**config.mk**
```make
export PLATFORM = sky130hd
export DESIGN_NAME = control_seq
export DESIGN_NICKNAME = d
export VERILOG_FILES = /design/src/rtl/control_seq.sv
export SDC_FILE = /design/constraint.sdc
export NUM_CORES = 1
export LEC_CHECK = 0
export ABC_CLOCK_PERIOD_IN_PS = 2500
export CAP_MARGIN = 25
export CORE_AREA = 8 8 45 47
export CTS_CLUSTER_SIZE = 28
export DETAILED_ROUTE_END_ITERATION = 8
export DIE_AREA = 0 0 53 55
export PLACE_DENSITY = 0.86
export SYNTH_ARGS = -nofsm -noshare
export SYNTH_HDL_FRONTEND = slang
export SYNTH_SLANG_ARGS = --single-unit
```
**constraint.sdc**
```tcl
create_clock -name clk -period 2.5 [get_ports clk]
set_clock_uncertainty 0.2 [all_clocks]
set_input_delay 0.25 -clock clk [delete_from_list [all_inputs] [get_ports clk]]
set_output_delay 0.25 -clock clk [all_outputs]
set_load 0.05 [all_outputs]
```
**src/rtl/control_seq.sv**
```systemverilog
// Microcoded five-step fetch/execute sequencer driving the 16-bit datapath control word.
// Optional CONTROL_SEQ_EARLY_END_EN: skip trailing all-zero execute steps.
module control_seq (
    input  logic        clk,
    input  logic        clear,
    input  logic [3:0]  opcode,
    input  logic        flag_carry,
    input  logic        flag_zero,
    output logic [15:0] control_word,
    output logic [2:0]  step,
    output logic        halted
);

    localparam logic [15:0] CwHalt     = 16'h0001;
    localparam logic [15:0] CwMarIn    = 16'h0002;
    localparam logic [15:0] CwRamIn    = 16'h0004;
    localparam logic [15:0] CwRamOut   = 16'h0008;
    localparam logic [15:0] CwIrOut    = 16'h0010;
    localparam logic [15:0] CwIrIn     = 16'h0020;
    localparam logic [15:0] CwAIn      = 16'h0040;
    localparam logic [15:0] CwAOut     = 16'h0080;
    localparam logic [15:0] CwSumOut   = 16'h0100;
    localparam logic [15:0] CwSubtract = 16'h0200;
    localparam logic [15:0] CwBIn      = 16'h0400;
    localparam logic [15:0] CwOutIn    = 16'h0800;
    localparam logic [15:0] CwPcEnable = 16'h1000;
    localparam logic [15:0] CwPcOut    = 16'h2000;
    localparam logic [15:0] CwJump     = 16'h4000;
    localparam logic [15:0] CwFlagsIn  = 16'h8000;

    typedef enum logic [2:0] {
        StFetch0 = 3'd0,
        StFetch1 = 3'd1,
        StExec2  = 3'd2,
        StExec3  = 3'd3,
        StExec4  = 3'd4
    } step_e;

    step_e       step_q;
    step_e       step_seq;
    step_e       step_d;
    logic        halted_q;
    logic [15:0] raw_word;

    function automatic logic [15:0] decode(input step_e s, input logic [3:0] op,
                                           input logic c, input logic z);
        logic [15:0] w;
        w = 16'h0000;
        case (s)
            StFetch0: w = CwPcOut | CwMarIn;
            StFetch1: w = CwRamOut | CwIrIn | CwPcEnable;
            StExec2: begin
                case (op)
                    4'h1, 4'h2, 4'h3, 4'h4: w = CwIrOut | CwMarIn;
                    4'h5: w = CwIrOut | CwAIn;
                    4'h6: w = CwIrOut | CwJump;
                    4'h7: w = c ? (CwIrOut | CwJump) : 16'h0000;
                    4'h8: w = z ? (CwIrOut | CwJump) : 16'h0000;
                    4'hE: w = CwAOut | CwOutIn;
                    4'hF: w = CwHalt;
                    default: w = 16'h0000;
                endcase
            end
            StExec3: begin
                case (op)
                    4'h1: w = CwRamOut | CwAIn;
                    4'h2, 4'h3: w = CwRamOut | CwBIn;
                    4'h4: w = CwAOut | CwRamIn;
                    default: w = 16'h0000;
                endcase
            end
            StExec4: begin
                case (op)
                    4'h2: w = CwSumOut | CwAIn | CwFlagsIn;
                    4'h3: w = CwSumOut | CwSubtract | CwAIn | CwFlagsIn;
                    default: w = 16'h0000;
                endcase
            end
            default: w = 16'h0000;
        endcase
        return w;
    endfunction

    always_comb begin
        raw_word = decode(step_q, opcode, flag_carry, flag_zero);
        case (step_q)
            StFetch0: step_seq = StFetch1;
            StFetch1: step_seq = StExec2;
            StExec2:  step_seq = StExec3;
            StExec3:  step_seq = StExec4;
            default:  step_seq = StFetch0;
        endcase
        step_d = step_seq;
`ifdef CONTROL_SEQ_EARLY_END_EN
        // Only from step 2 on: the opcode is stale until IR loads at the end of step 1.
        if ((step_q == StExec2 || step_q == StExec3) &&
            decode(step_seq, opcode, flag_carry, flag_zero) == 16'h0000) begin
            step_d = StFetch0;
        end
`endif
    end

    always_ff @(posedge clk) begin
        if (clear) begin
            step_q   <= StFetch0;
            halted_q <= 1'b0;
        end else if (!halted_q) begin
            if (raw_word[0]) begin
                halted_q <= 1'b1;
            end else begin
                step_q <= step_d;
            end
        end
    end

    assign control_word = halted_q ? CwHalt : raw_word;
    assign step         = step_q;
    assign halted       = halted_q;

endmodule

```
# After elaboration in Yosys (flattened, before gate mapping)
# Cells that the tools add are included.
# word_totals
regBits,4
inputBits,8
# op_classes
eq_ne,14
muxes,10
bitwise,2
n_reduce_logical,4
# ops
operator,count
$pmux W15 S7,1
$pmux W16 S5,1
$pmux W11 S3,1
$pmux W16 S2,1
$mux W15,2
$eq A4 B3 Y1 const B,4
$mux W16,1
$eq A4 B4 Y1 const B,3
$pmux W3 S4,1
$eq A4 B2 Y1 const B,2
$eq A3 B2 Y1 const B,2
$eq A4 B1 Y1 const B,1
$reduce_or A4 Y1,1
$eq A3 B1 Y1 const B,1
$eq A3 B3 Y1 const B,1
$logic_not A3 Y1,1
$mux W1,2
$not A1 Y1,2
$reduce_and A2 Y1,1
$reduce_or A2 Y1,1

# Depth between registers and ports, before layout
# Gate-level depths: netlist (run 1).
# depth
depth_word,6
ltp_mapped,4

# Worst setup path after synthesis (run 1)
# No wires, ideal clock.
# synth_path
path_kind,flip-flop to output port
start,register step_q[1] (netlist: step[1])
end,output port control_word[7]
arrival_ns,2.387
required_ns,2.050
slack_ns,-0.337
path_stages_with_launch,4
path_cell_list,dfxtp_1 nor2b_1 or3b_1 o21ai_0
# synth_between
elab_chain_len,3
# synth_lines
element,line_no,text
start: declaration,39,step_e step_q;
start signal: assignment,105,step_q <= StFetch0;
start signal: assignment,111,step_q <= step_d;
"$eq A3 B3 Y1, or another cell as far along",49,case (s)
$pmux W16 S5 *,49,
$mux W16 *,116,assign control_word = halted_q ? CwHalt : raw_word;
end: declaration,9,"output logic [15:0] control_word,"
# Every way passes the cells marked *; elsewhere a longest branch is shown, timed or not.

# Final worst setup path (run 1)
# layout_path
start,input port opcode[3]
end,output port control_word[9]
# layout_between
elab_chain_len,5
# layout_lines
element,line_no,text
start: declaration,6,"input logic [3:0] opcode,"
"$eq A4 B2 Y1, or another cell as far along","53, 73",
$reduce_or A4 Y1,53,case (op)
$pmux W15 S7,53,
$pmux W16 S5 *,49,
$mux W16 *,116,
# Marked as above.

==> key figures, run 1 <==
Outcome
  – Outcome: completed

Timing
  – Final Cycle Share: 90.72%
  – Final worst slack: 0.2320 ns
  – Max_slew headroom: between 60% and 70%
  – RSZ-0062 raised after global routing: no
  – Measured slew at the worst slew-check pin: 0.5608 ns
  – Finish-stage setup viols: 0
  – Slew Viols, Final: 0
  – Total Negative Setup Slacks: 0 ns
  – Fmax: ~440 MHz
  – Final Critical Period: 2.268 ns
  – Final Hold Viols: 0

CTS
  – Clock insertion delay at the later pin of the skew report: between 0.2 and 0.25 ns
  – Num CTS Buffers: 3
  – Setup bufs post-CTS: 0
  – CTS Sinks: 4
  – H-Tree Depth: 1
  – Deepest clock path buffer count: 2
  – CTS tree: done
  – Hold-fix buffers, CTS: 0
  – Post-cts resize count: 0
  – CTS clk-pin slew, worst paths: roughly 0.03 ns
  – CTS root buf: clkbuf_4

Setup path
  – Critical Path RT: about 2 ns
  – Reg2reg end: step[0]
  – R2R depth: 2
  – Critical path peak fanout: 4
  – Crit. End Element: output port
  – Reg2reg start: halted
  – CP arrival: 1.82 ns
  – Cell Chain, Critical Path: clkdlybuf4s50_1, or3b_4, nor4_4, and2_4, buf_12
  – CP max stage delay: about 0.45 ns
  – FF-to-FF setup slack: 1.03 ns
  – Crit path launch type: input port
  – Slowest stage cell, crit path: clkdlybuf4s50_1
  – Setup Crit Path Kind: in -> out

GRT
  – Largest net degree at the start of global routing: 14
  – GRT Util Overall: 11.96%
  – GR Util met1: a little under an eighth
  – Grt total ovfl: 0
  – Antenna violations before repair: 0
  – Met3 global-route usage: between 2 and 3%
  – Most Crowded Layer GR: met2
  – First-pass GRT wire length: ~2.6 mm
  – Grt met2 use: approximately a fifth
  – Vias in the first global route: 596

Placement
  – DP Wirelength: 1.288 mm
  – Pre-CTS setup slack: roughly 0.23 ns
  – Placed Area: roughly 900 µm²
  – IO Port Bufs: 27
  – Gpl congestion: around 0.74

Routing
  – DR WL/cell: 14.48 µm
  – Routed via count: 588
  – DRC violations left: 0
  – Vias per cell: approximately 5.4
  – DRT Wirelength: 1.578 mm
  – Post-route ant nets: 0
  – Starting DRT DRC Count: 17
  – DRT Pass-1 Iters: 4

Die
  – Die width: between 50 and 60 µm
  – Rows: 14
  – Die ar.: around 2900 µm²
  – Core footprint: 1384 µm²
  – IO Pins: 28
  – Initial Utilization: 35.26%
  – Die Span Y: 55 µm

Run
  – Max cap viols: 0

Pwr
  – VDD IR max: ~300 µV
  – Leak: between 0.0003 and 0.0004 µW
  – Pwr/cell area: around 370 nW/µm²

Yosys
  – Async S/R FF share, synth: 0%
  – Warnings, synthesis: 0
  – Synth Instances: 67
  – Number of synthesized register bits: 4
  – Sequential area share after synthesis: between 10% and 20%
  – EDFF count, synth: 0
  – Synth area leader: dfxtp_1
  – Dominant synthesized flop cell: dfxtp_1
  – Post-Syn Area per Cell: 7.283 µm²
  – Post-synthesis net count: 75
  – Synth cell types: 36
  – Synth area leaders: dfxtp_1 16%, buf_4 4.6%, buf_6 4.6%
  – Post-Syn Area: roughly 490 µm²
  – Synth top area share: about 16%

Cells and area
  – Fin area: 927.1 µm²
  – Most common cell after layout, fill and taps aside: clkdlybuf4s50_1
  – Util after Layout: 67.00%
  – Layout Nets: 103
  – Area growth, synth to finish: 90.00%
  – N_diodes: 0
  – Share of cells above drive strength 1: between 30% and 40%
  – Most frequent cells in the layout: 14 x clkdlybuf4s50_1, 13 x buf_12, 5 x nand2_1, 5 x buf_4

Worst hold path
  – Hold endpoint: step[2]
  – HP Class: reg -> reg
  – Worst Hold Path Cells: 2
  – Worst Hold Launch: step[2]
-- per-stage QoR --
step | hold slack [ns] | total power (µW) | cells
4_1_cts | 0.3191 | 350.8 | 109
2_1_floorplan | 0.1094 | 201.2 | 67
3_5_place_dp | 0.3130 | 269.0 | 106
6_report | 0.3171 | 345.1 | 109
5_1_grt | 0.3702 | 365.7 | 109
3_3_place_gp | 0.3023 | 265.7 | 106
-- worst max-delay path, delay by kind of cell --
family	cells	cell delay [ns]
buffers and inverters	2	0.58
and+or+nand+nor	3	0.99
-- area by class of cell --
| cell class | count | area, µm² |
|---|---|---|
| Sequential cell | 4 | 88.84 |
| Fill cell | 104 | 456.7 |
| Multi-Input combinational cell | 50 | 342.8 |
| Inverter | 4 | 15.01 |
| Tap cell | 16 | 20.02 |
| Clock buffer | 3 | 22.52 |
| Timing Repair Buffer | 32 | 437.9 |
-- where the power goes --
group          leakage (µW)  internal, µW  switching [µW]
Sequential        0.0000344          68.5            14.1
Clock             0.0000138          53.5            23.2
Combinational      0.000312          79.1             107
-- sequential cells by signal (all words and copies together) (netlist names) --
| register | flops |
|---|---|
| halted | 1 |
| step | 3 |
-- synth_stat cells, drive strengths merged, types with 2 or more instances --
library cell and count:
nor4 3, dfxtp 4, o21ai 2, or3b 2, nor3 3, nor2 4, nand3 2, or3 2
buf 8, nand3b 2, a211oi 2, nor2b 2, a31oi 2, nand2b 2, inv 4, nand2 6
a21oi 4
-- metal layers --
layer	routed length [µm]	share of wire (%)
met5	0	0
met4	0	0
met3	141	8.9
met2	836	53
met1	600	38
-- worst max-delay path by stage --
stage	depth (start not counted)	slack [ns]	startpoint	endpoint
6_report	5	0.23	opcode[3]	control_word[9]
5_1_grt	4	0.12	halted	control_word[7]
4_1_cts	4	0.09	step[1]	control_word[7]
3_5_place_dp	5	0.23	opcode[3]	control_word[9]
3_3_place_gp	5	0.28	opcode[3]	control_word[9]
2_1_floorplan	4	0.01	step[0]	control_word[9]
-- logic make-up after synthesis --
kind of cell | Yosys count | share of synthesized area (%)
AOI/OAI and AO/OA | 15 | 20.51
DFF | 4 | 16.41
xor gates and xnor gates | 1 | 1.795
and+or+nand+nor | 34 | 45.13
buffers and inverters | 13 | 16.15
Note: power is estimated with default switching activity, not from simulation.
==> run 2, diff against run 1 <==
--- a/config.mk
+++ b/config.mk
@@ -7,11 +7,11 @@
 export LEC_CHECK = 0
 export ABC_CLOCK_PERIOD_IN_PS = 2500
 export CAP_MARGIN = 25
-export CORE_AREA = 8 8 45 47
+export CORE_MARGIN = 8
+export CORE_UTILIZATION = 35
 export CTS_CLUSTER_SIZE = 28
 export DETAILED_ROUTE_END_ITERATION = 8
-export DIE_AREA = 0 0 53 55
-export PLACE_DENSITY = 0.86
+export PLACE_DENSITY = 0.83
 export SYNTH_ARGS = -nofsm -noshare
 export SYNTH_HDL_FRONTEND = slang
 export SYNTH_SLANG_ARGS = --single-unit
==> key figures, run 2 (synthesis gave the netlist of run 1 again) <==
Cells and area
  – Layout fillers: a little under 100
  – Layout Nets: around 100
  – Share of cells above drive strength 1: between 30% and 40%
  – Multi-input gate area: ~340 µm²
  – Most frequent cells in the layout: 14 x clkdlybuf4s50_1, 13 x buf_12, 5 x nand2_1, 5 x buf_4
  – Max reg flops: 3
  – Fin cells: 108
  – Area growth, synth to finish: 89.49%
  – Most common cell after layout, fill and taps aside: clkdlybuf4s50_1
  – Fin area: 924.6 µm²
  – Register Area: 87.58 µm²
  – N_diodes: 0

Routing
  – Routed via count: ~600
  – DRT Wirelength: between 1.5 and 2 mm
  – Starting DRT DRC Count: 10
  – DRT Pass-1 Iters: 4
  – Post-route ant nets: 0
  – Vias per cell: 5.537
  – DRC violations left: 0
  – DR WL/cell: approximately 14 µm

Setup path
  – Delay-heaviest family, CP: simple AND/OR/NAND/NOR gates
  – Setup Crit Path Kind: reg -> out
  – R2R depth: 3
  – Crit path depth: 4
  – FF-to-FF setup slack: around 0.87 ns
  – CP max stage delay: ~0.58 ns
  – Bufs and invs on worst path: 1
  – Slowest stage cell, crit path: dfxtp_1
  – Critical Path RT: between 2 and 2.5 ns
  – Crit. End Element: output port
  – CP arrival: about 1.9 ns
  – Cell Chain, Critical Path: nor2b_1, or3b_1, o21ai_1, buf_12
  – Critical path peak fanout: 12
  – Crit path launch type: flip-flop

Outcome
  – Outcome: completed

Die
  – Die width: roughly 53 µm
  – Core footprint: roughly 1300 µm²
  – IO Pins: 28
  – Initial Utilization: 37.50%
  – Die ar.: 2845 µm²
  – Rows: 13
  – Die Span Y: 53.34 µm

GRT
  – Grt total ovfl: 0
  – Grt met2 use: 18.95%
  – Antenna violations before repair: 0
  – Largest net degree at the start of global routing: 14
  – GR Util met1: about 11%
  – Met3 global-route usage: 3.361%
  – First-pass GRT wire length: 2.332 mm
  – Most Crowded Layer GR: met2
  – GRT Util Overall: a little over a tenth
  – Vias in the first global route: approximately 540

Pwr
  – Internal: about 200 µW
  – Pwr/cell area: 376.2 nW/µm²
  – Clock network fraction of total power: between 20% and 30%
  – VDD IR max: between 200 and 300 µV
  – Switching power: approximately 150 µW
  – Leak: around 0.00036 µW
  – Power Total: approximately 350 µW
  – Switching Fraction: 42.27%
  – Combinational Power Share: 53.5%
  – Seq pwr share: 23.5%

CTS
  – Deepest clock path buffer count: 2
  – Clock insertion delay at the later pin of the skew report: 0.24 ns
  – CTS clk-pin slew, worst paths: 0.04 ns
  – Setup bufs post-CTS: 0
  – H-Tree Depth: 1
  – CTS root buf: clkbuf_4
  – Num CTS Buffers: 3
  – Hold-fix buffers, CTS: 0
  – CTS Sinks: 4
  – Post-cts resize count: 0
  – CTS tree: done

Placement
  – Placed Cells: 105
  – Placed Area: between 900 and 1000 µm²
  – Gpl congestion: between 0.7 and 0.8
  – DP Wirelength: 1.224 mm
  – Pre-CTS setup slack: roughly 0.19 ns
  – IO Port Bufs: 27

Run
  – Max cap viols: 0

Timing
  – Finish-stage setup viols: 0
  – Final worst slack: approximately 0.14 ns
  – Max_slew headroom: about 65%
  – Measured slew at the worst slew-check pin: just over 0.5 ns
  – Final Cycle Share: a little over nine tenths
  – Total Negative Setup Slacks: 0 ns
  – Fmax: 423.2 MHz
  – Final Critical Period: between 2 and 2.5 ns
  – Final Hold Viols: 0
  – Slew Viols, Final: 0
  – RSZ-0062 raised after global routing: no

Worst hold path
  – Worst Hold Path Cells: 2
  – HP Class: reg -> reg
## run 2: cell counts in the layout (fill, tap and decap cells not counted)
Identical to the previous run, type by type.
## run 2: path summary, 6_finish.rpt
| kind | startpoint | end |
|---|---|---|
| worst max-delay path | step[1] | control_word[7] |
| worst min-delay path | step[2] | step[2] |
| worst max register to register | step[1] | halted |
| worst min register to register | step[2] | step[2] |
## run 2: final cells by class
type                            instances  share of cell area [%]
Timing Repair Buffer                   32                   47.36
Multi-Input combinational cell         50                   37.08
Sequential cell                         4                   9.472
Clock buffer                            3                   2.436
Tap cell                               15                   2.030
Inverter                                4                   1.624
## run 2: worst min-delay path, cell delays in order, from the launching register on
cell	delay, ns
dfxtp_4	0.37
nand2_1	0.06
a21oi_1	0.06
## run 2: layer usage
layer  wire length, µm  share of wire, %
met5                 0                 0
met4                10              0.65
met3               206                13
met2               747                48
met1               580                38
## run 2: stage by stage
step | hold slack, ns | utilization [%]
after floorplan | 0.1094 | -
after global placement | 0.3058 | 69.33
after global routing | 0.3446 | 71.06
after CTS | 0.3241 | 71.06
after detailed placement | 0.3139 | 69.33
final | 0.3278 | 71.06
## run 2: power groups by stage
stage          sequential, µW  combinational, µW  clock (µW)
6_report                 81.8                186        80.0
2_1_floorplan            87.3                114           0
5_1_grt                  82.9                195        89.9
3_3_place_gp             82.1                183           0
4_1_cts                  81.5                187        82.5
3_5_place_dp             82.3                187           0
==> run 3, diff against run 2 <==
--- a/config.mk
+++ b/config.mk
@@ -12,6 +12,7 @@
 export CTS_CLUSTER_SIZE = 28
 export DETAILED_ROUTE_END_ITERATION = 8
 export PLACE_DENSITY = 0.83
+export RECOVER_POWER = 100
 export SYNTH_ARGS = -nofsm -noshare
 export SYNTH_HDL_FRONTEND = slang
 export SYNTH_SLANG_ARGS = --single-unit
==> key figures, run 3 (synthesis gave the netlist of run 1 again) <==
CTS
  – CTS tree: done
  – CTS root buf: clkbuf_4
  – CTS Sinks: 4
  – Deepest clock path buffer count: 2
  – Num CTS Buffers: 3
  – CTS clk-pin slew, worst paths: approximately 0.03 ns
  – H-Tree Depth: 1
  – Clock insertion delay at the later pin of the skew report: between 0.2 and 0.25 ns
  – Hold-fix buffers, CTS: 0
  – Setup bufs post-CTS: 0
  – Post-cts resize count: 0

Routing
  – DRT Wirelength: roughly 1.6 mm
  – Post-route ant nets: 0
  – Routed via count: 597
  – DRC violations left: 0
  – DRT Pass-1 Iters: 4
  – DR WL/cell: about 14 µm
  – Starting DRT DRC Count: 18
  – Vias per cell: 5.528

GRT
  – Vias in the first global route: around 540
  – Grt total ovfl: 0
  – Antenna violations before repair: 0
  – Largest net degree at the start of global routing: 14
  – GRT Util Overall: 10.80%
  – First-pass GRT wire length: between 2 and 2.5 mm

Setup path
  – Bufs and invs on worst path: 3
  – Setup Crit Path Kind: in -> out
  – CP max stage delay: approximately 0.44 ns
  – Slowest stage cell, crit path: nor4_2
  – Critical path peak fanout: 3
  – CP arrival: roughly 2.0 ns
  – Cell Chain, Critical Path: clkdlybuf4s50_1, or3b_4, nor4_2, clkbuf_1, buf_12
  – Crit. End Element: output port
  – R2R depth: 3
  – Delay-heaviest family, CP: buffers and inverters
  – FF-to-FF setup slack: ~0.90 ns
  – Crit path launch type: input port
  – Reg2reg start: step[1]
  – Critical Path RT: about 2 ns
  – Reg2reg end: halted

Die
  – Die Span Y: about 53 µm
  – Die width: between 50 and 60 µm
  – Initial Utilization: between 30% and 40%
  – Rows: 13
  – Die ar.: 2845 µm²
  – Core footprint: about 1300 µm²
  – IO Pins: 28

Cells and area
  – Area growth, synth to finish: 63.08%
  – Util after Layout: between 60% and 70%
  – Share of cells above drive strength 1: a little under a third
  – N_diodes: 0
  – Max reg flops: 3
  – Most frequent cells in the layout: 7 x clkdlybuf4s50_1, 7 x dlygate4sd3_1, 6 x clkbuf_2, 5 x nand2_1, 5 x buf_12
  – Fin cells: approximately 110
  – Layout Nets: slightly above 100
  – Layout fillers: roughly 110

Worst hold path
  – Worst Hold Path Cells: 2
  – Worst Hold Launch: step[2]
  – Hold endpoint: step[2]
  – HP Class: reg -> reg

Placement
  – Pre-CTS setup slack: 0.1867 ns
  – DP Wirelength: about 1.2 mm
  – Gpl congestion: ~0.77
  – Placed Cells: 105
  – IO Port Bufs: 27

Timing
  – Total Negative Setup Slacks: 0 ns
  – Measured slew at the worst slew-check pin: 0.6058 ns
  – Final worst slack: about 0.08 ns
  – Max_slew headroom: approximately three fifths
  – Final Critical Period: roughly 2.4 ns
  – Finish-stage setup viols: 0
  – Fmax: about 410 MHz
  – Final Cycle Share: 96.76%
  – RSZ-0062 raised after global routing: no
  – Final Hold Viols: 0
  – Slew Viols, Final: 0

Pwr
  – Power Total: 322.0 µW
  – Leak: between 0.0003 and 0.0004 µW
  – VDD IR max: approximately 260 µV
  – Pwr/cell area: roughly 400 nW/µm²

Run
  – Max cap viols: 0

Outcome
  – Outcome: completed
-- run 3: worst max path at each step --
| stage | start | endpoint | depth (start not counted) | slack, ns |
|---|---|---|---|---|
| finish | opcode[3] | control_word[8] | 5 | 0.08 |
| global route | opcode[3] | control_word[3] | 5 | 0.03 |
| CTS | step[1] | control_word[7] | 4 | 0.13 |
| detailed placement | opcode[3] | control_word[3] | 5 | 0.19 |
| global placement | opcode[3] | control_word[3] | 5 | 0.26 |
| floorplan | step[0] | control_word[9] | 4 | 0.01 |
-- run 3: worst reg2reg max path, stage by stage, from the launching register on --
cell     delay (ns)
dfxtp_1        0.56
nand3_1        0.18
or4_4          0.45
a21oi_1        0.14
-- run 3: where the power goes --
group / internal, µW / total, µW / switching, µW
combinational: 56.6 / 159 / 103
clock: 53.8 / 81.9 / 28.1
sequential: 68.0 / 80.8 / 12.8
-- run 3: per-stage QoR --
stage / hold WS, ns / instance area (µm²)
after CTS: 0.3241 / 924.6
after global placement: 0.3058 / 902.1
after floorplan: 0.1094 / 509.2
after global routing: 0.3437 / 795.8
after detailed placement: 0.3139 / 902.1
final: 0.3233 / 795.8
-- run 3: area by class of cell --
type,count,area [µm²],area share [%]
Clock buffer,3,22.52,2.830
Inverter,4,15.01,1.887
Multi-Input combinational cell,50,331.6,41.67
Sequential cell,4,87.58,11.01
Tap cell,15,18.77,2.358
Timing Repair Buffer,32,320.3,40.25
-- run 3: layer usage --
layer	wire (µm)	GRT usage (%)	up-vias
li1	-	-	294
met4	17	5.042	0
met1	657	11.39	266
met5	0	0	-
met2	739	18.95	33
met3	151	3.361	4
